## config.mk

```make
export PLATFORM = sky130hd
export DESIGN_NAME = gfx_shader_loop_fifo
export DESIGN_NICKNAME = d
export VERILOG_FILES = /design/src/rtl/gfx_shader_loop_fifo_pkg.sv /design/src/rtl/gfx_shader_loop_fifo.sv
export SDC_FILE = /design/constraint.sdc
export NUM_CORES = 1
export LEC_CHECK = 0
export ABC_AREA = 0
export CAP_MARGIN = 30
export CORE_MARGIN = 1.5
export CORE_UTILIZATION = 44
export CTS_BUF_LIST = sky130_fd_sc_hd__clkbuf_8
export CTS_CLUSTER_DIAMETER = 200
export CTS_CLUSTER_SIZE = 24
export DETAILED_ROUTE_END_ITERATION = 10
export GPL_TIMING_DRIVEN = 0
export PLACE_DENSITY = 0.72
export SYNTH_ARGS = -nofsm -noshare
export SYNTH_HDL_FRONTEND = slang
export SYNTH_SLANG_ARGS = --single-unit
```

## constraint.sdc

```tcl
create_clock -name clk -period 4.25 [get_ports clk]
set_input_delay 1.0625 -clock clk [delete_from_list [all_inputs] [get_ports clk]]
set_output_delay 1.0625 -clock clk [all_outputs]
set_load 0.02 [all_outputs]
```

## src/rtl/gfx_shader_loop_fifo_pkg.sv

```systemverilog
// Shared types and sizing for the shader loop-back FIFO.
// group_id is the scheduler's warp-group handle carried around the loop.
package gfx_shader_loop_fifo_pkg;

    localparam int GROUP_ID_W = 6;

    typedef logic [GROUP_ID_W-1:0] group_id;

    localparam int LOOP_FIFO_DEPTH = 16;

endpackage

```

## src/rtl/gfx_shader_loop_fifo.sv

```systemverilog
// Loop-back FIFO returning groups from writeback to the front-end scheduler.
// Optional macro GFX_LOOP_FIFO_BYPASS_EN: empty-queue groups skip storage combinationally.
module gfx_shader_loop_fifo
    import gfx_shader_loop_fifo_pkg::*;
#(
    parameter int DEPTH = LOOP_FIFO_DEPTH
) (
    input  logic                     clk,
    input  logic                     rst_n,
    input  logic                     in_valid,
    input  group_id                  in_group,
    input  logic                     flush,
    output logic                     out_valid,
    input  logic                     out_ready,
    output group_id                  out_group,
    output logic [$clog2(DEPTH):0]   count,
    output logic                     overflow
);

    localparam int PTR_W = $clog2(DEPTH);
    localparam int CNT_W = PTR_W + 1;
    localparam logic [CNT_W-1:0] FULL_COUNT = CNT_W'(DEPTH);

    if ((DEPTH < 2) || ((DEPTH & (DEPTH - 1)) != 0)) begin : g_bad_depth
        $error("gfx_shader_loop_fifo: DEPTH must be a power of two and at least 2");
    end

    group_id          mem [DEPTH];
    logic [PTR_W-1:0] rptr;
    logic [PTR_W-1:0] wptr;
    logic [CNT_W-1:0] count_q;
    logic             overflow_q;

    logic empty;
    logic full;
    logic accept;
    logic pop;
    logic push;
    logic drop;

    assign empty  = (count_q == '0);
    assign full   = (count_q == FULL_COUNT);
    // A group arriving in a flush cycle is thrown away with the rest of the queue.
    assign accept = in_valid & ~flush;

`ifdef GFX_LOOP_FIFO_BYPASS_EN
    logic bypass;

    assign bypass    = empty & accept;
    assign out_valid = ~empty | bypass;
    assign out_group = bypass ? in_group : mem[rptr];
    assign pop       = ~empty & out_ready;
    // A bypassed group taken by the scheduler this cycle never enters storage.
    assign push      = accept & ~(bypass & out_ready) & (~full | pop);
`else
    assign out_valid = ~empty;
    assign out_group = mem[rptr];
    assign pop       = out_valid & out_ready;
    assign push      = accept & (~full | pop);
`endif

    assign drop     = accept & full & ~pop;
    assign count    = count_q;
    assign overflow = overflow_q;

    always_ff @(posedge clk or negedge rst_n) begin
        if (!rst_n) begin
            rptr       <= '0;
            wptr       <= '0;
            count_q    <= '0;
            overflow_q <= 1'b0;
        end else begin
            if (drop) begin
                overflow_q <= 1'b1;
            end
            if (flush) begin
                rptr    <= '0;
                wptr    <= '0;
                count_q <= '0;
            end else begin
                if (push) begin
                    wptr <= wptr + 1'b1;
                end
                if (pop) begin
                    rptr <= rptr + 1'b1;
                end
                case ({push, pop})
                    2'b10:   count_q <= count_q + 1'b1;
                    2'b01:   count_q <= count_q - 1'b1;
                    default: count_q <= count_q;
                endcase
            end
        end
    end

    // Storage is deliberately left unreset; out_group is only meaningful with out_valid.
    always_ff @(posedge clk) begin
        if (push) begin
            mem[wptr] <= in_group;
        end
    end

    logic in_group_queued;

    always_comb begin
        in_group_queued = 1'b0;
        for (int i = 0; i < DEPTH; i++) begin
            if ((CNT_W'(i) < count_q) && (mem[rptr + PTR_W'(i)] == in_group)) begin
                in_group_queued = 1'b1;
            end
        end
    end

    // Each group has at most one outstanding trip around the loop.
    a_single_outstanding: assert property (
        @(posedge clk) disable iff (!rst_n) in_valid |-> !in_group_queued
    ) else $error("gfx_shader_loop_fifo: group %0d returned while already queued", in_group);

endmodule

```

==> metrics.yaml <==
min_path:
  hold_path_class: "reg -> reg"
  hold_path.startpoint: "overflow$_DFFE_PN0P_"
  hold_path_depth: 1
  min_to: "overflow$_DFFE_PN0P_"
setup_path:
  rrSetupSlack_ns: 1.65
  crit_type: "reg -> out"
  cp_cell_sequence: "buf_2, buf_2, mux4_2, mux4_2, clkdlybuf4s50_1"
  path_max_fanout: 10
  critPathRequiredTime_ns: 3.19
  cp_slowest_cell: "mux4_2"
  arrival_ns: 3.02
  timing.rr.start: "count[0]$_DFFE_PN0P_"
  regToRegEndpoint: "count[4]$_DFFE_PN0P_"
  path_buf_inv: 3
  path_delay_family: "buffers and inverters"
  startpoint_type: "flip-flop"
  cpPeakStageDelay_ns: 0.59
  end_kind: "output pin"
  ff2ff_path_depth: 8
cells_and_area:
  final_common_cell: "edfxtp_1"
  antenna_cells: 0
  fill_cells: 808
  areaGrowthSynthToFinish_pct: 13.1
  seq_area_um2: 3230
  layout-drive-gt1-share_pct: 18.6
  layout.nets: 304
  multiInputGateArea_um2: 1290
  mostFrequentLayoutCells: "96 x edfxtp_1, 30 x mux4_2, 22 x clkdlybuf4s50_1"
  final_util_pct: 50.9
  post-route-cell-area_um2: 5210
detailed_routing:
  drc: 0
  wire_per_inst_um: 18.9
  wl_mm: 8.08
  dr.pass1.iters: 4
  vias_per_cell: 5.46
  ant_nets: 0
  first_iter_violations: 135
  num_vias: 2333
yosys:
  syn_avg_cell_area_um2: 18.2
  synthCells: 253
  synth_flop_cell: "edfxtp_1"
  ys_seq_elements: 110
  synth_fp_nets: 271
  synth_cell_types: 37
  synth-async-reset-ratio_pct: 12.7
  synth_edf_count: 96
  seq_area_frac_synth_pct: 70.2
  syn_area_um2: 4610
  synth_warnings: 0
power:
  p_sw_share_pct: 28.8
  p_clk_share_pct: 24.4
  max-vdd-ir-drop_mv: 0.185
  powerDensity_nw_per_um2: 523
  comb_power_share_pct: 29.1
  power_mw: 2.73
  leakagePower_nw: 1.72
  internal-power_mw: 1.94
  p_switching_mw: 0.786
  pwr-share-seq_pct: 46.5
sta:
  finClkSkew_ns: 0.00949
  drv_slew: 0
  fin_crit_sh_pct: 96.2
  setup_tns_ns: 0
  worst_pin_slew_ns: 0.685
  period_needed_ns: 4.09
  max_freq_ghz: 0.245
  hold_viol: 0
  maxSlewHeadroom_pct: 54.3
  rsz0062_at_grt: "no"
  setup_viol_count_final: 0
  final.setup.worst_slack_ns: 0.163
floorplan:
  num_rows: 37
  die_area_um2: 11100
  die_y_um: 105
  start_util_pct: 45.0
  die_w_um: 105
  core_um2: 10200
  ios: 24
cts:
  htreeDepth: 3
  clkLatencyLatePin_ns: 0.36
  cts_buffers: 9
  cts.sinks: 110
  clockRootBuffer: "clkbuf_8"
  cts_tree: "done"
  cts_setup_buffers: 0
  cts_hold_buf: 0
  cts.clk_slew.worst_paths_ns: 0.10
  clock_path_buffers: 2
place:
  place_congestion: 0.825
  dpl_worst_slack_ns: 0.408
  dp_hpwl_mm: 5.72
  portBuffers: 22
  dpl_cell_area_um2: 5000
global_routing:
  grt_pass1_vias: 2289
  antenna_found_initial: 0
  grt-ovfl-total: 0
  grt_pass1_wl_mm: 12.7
  grt_max_degree: 18
  grt_usage_pct: 15.6
outcome:
  status: "finished, final reports clean"
run:
  drv_cap: 0
## metrics by stage
step	std cells	hold WS [ns]
after global routing	427	0.499
after floorplan	253	0.551
final	427	0.503
after detailed placement	411	0.468
after global placement	411	0.467
after CTS	427	0.490
## Yosys cell counts (2+ instances only)
master,n,area [um^2]
edfxtp_1,96,2880
mux4_2,30,676
nor2_1,15,56.3
dfrtp_1,14,350
and2_1,12,75.1
inv_1,8,30.0
nand3_1,8,40.0
ha_1,7,87.6
nand2_1,7,26.3
a21oi_1,6,30.0
clkbuf_1,6,22.5
xor2_1,5,43.8
and3_1,3,18.8
buf_2,3,15.0
mux2i_1,3,30.0
o21ai_0,3,15.0
xnor2_1,3,26.3
nand2b_1,2,12.5
nor4_1,2,12.5
nor4b_1,2,17.5
or3_1,2,12.5
## final cells by class
cell class,instances,area share (%)
clock buffer,9,2.38
inverter,8,0.576
timing repair buffer,22,4.23
multi-input combinational,124,24.8
clock inverter,7,1.70
sequential,110,62.0
tap,136,3.27
buffer,11,0.984
## state kept, by name (all words and copies together), names as in the netlist
register  count
count         5
rptr          4
overflow      1
mem          96
wptr          4
## worst max-delay path by stage
stage                              end                 from  depth (start not counted)
after CTS                 out_group[4]  rptr[1]$_DFFE_PN0P_                          5
final                     out_group[3]  rptr[0]$_DFFE_PN0P_                          5
after global routing      out_group[4]  rptr[0]$_DFFE_PN0P_                          5
after global placement    out_group[1]  rptr[1]$_DFFE_PN0P_                          5
after detailed placement  out_group[4]  rptr[1]$_DFFE_PN0P_                          5
after floorplan           out_group[0]  rptr[0]$_DFFE_PN0P_                          4
## per-layer routing
| metal | part of all wire [%] | track usage (%) |
|---|---|---|
| met1 | 45 | 21.9 |
| met2 | 48 | 24.3 |
| met3 | 3.9 | 2.29 |
| met4 | 2.3 | 7.44 |
| met5 | 0 | 0 |
## cell families after synthesis
logic type | count (synthesis) | synth area share, %
xor+xnor | 8 | 1.52
simple gates | 59 | 6.82
fa+ha+maj | 7 | 1.90
compound gates | 17 | 2.53
flops | 110 | 70.2
mux | 33 | 15.3
buf+inv | 19 | 1.71
## power by group through the flow
stage | registers, mW | logic [mW] | clock network, mW
global placement | 1.29 | 0.788 | 0
finish | 1.27 | 0.795 | 0.665
CTS | 1.27 | 0.803 | 0.675
detailed placement | 1.29 | 0.801 | 0
floorplan | 1.31 | 0.527 | 0
global route | 1.27 | 0.862 | 0.709
## what timing repair did
item	in CTS	in global routing
endpoints found under the setup margin	0	6
hold endpoints to repair	0	0
gates resized for setup	0	4
Note: power is estimated with default switching activity, not from simulation.
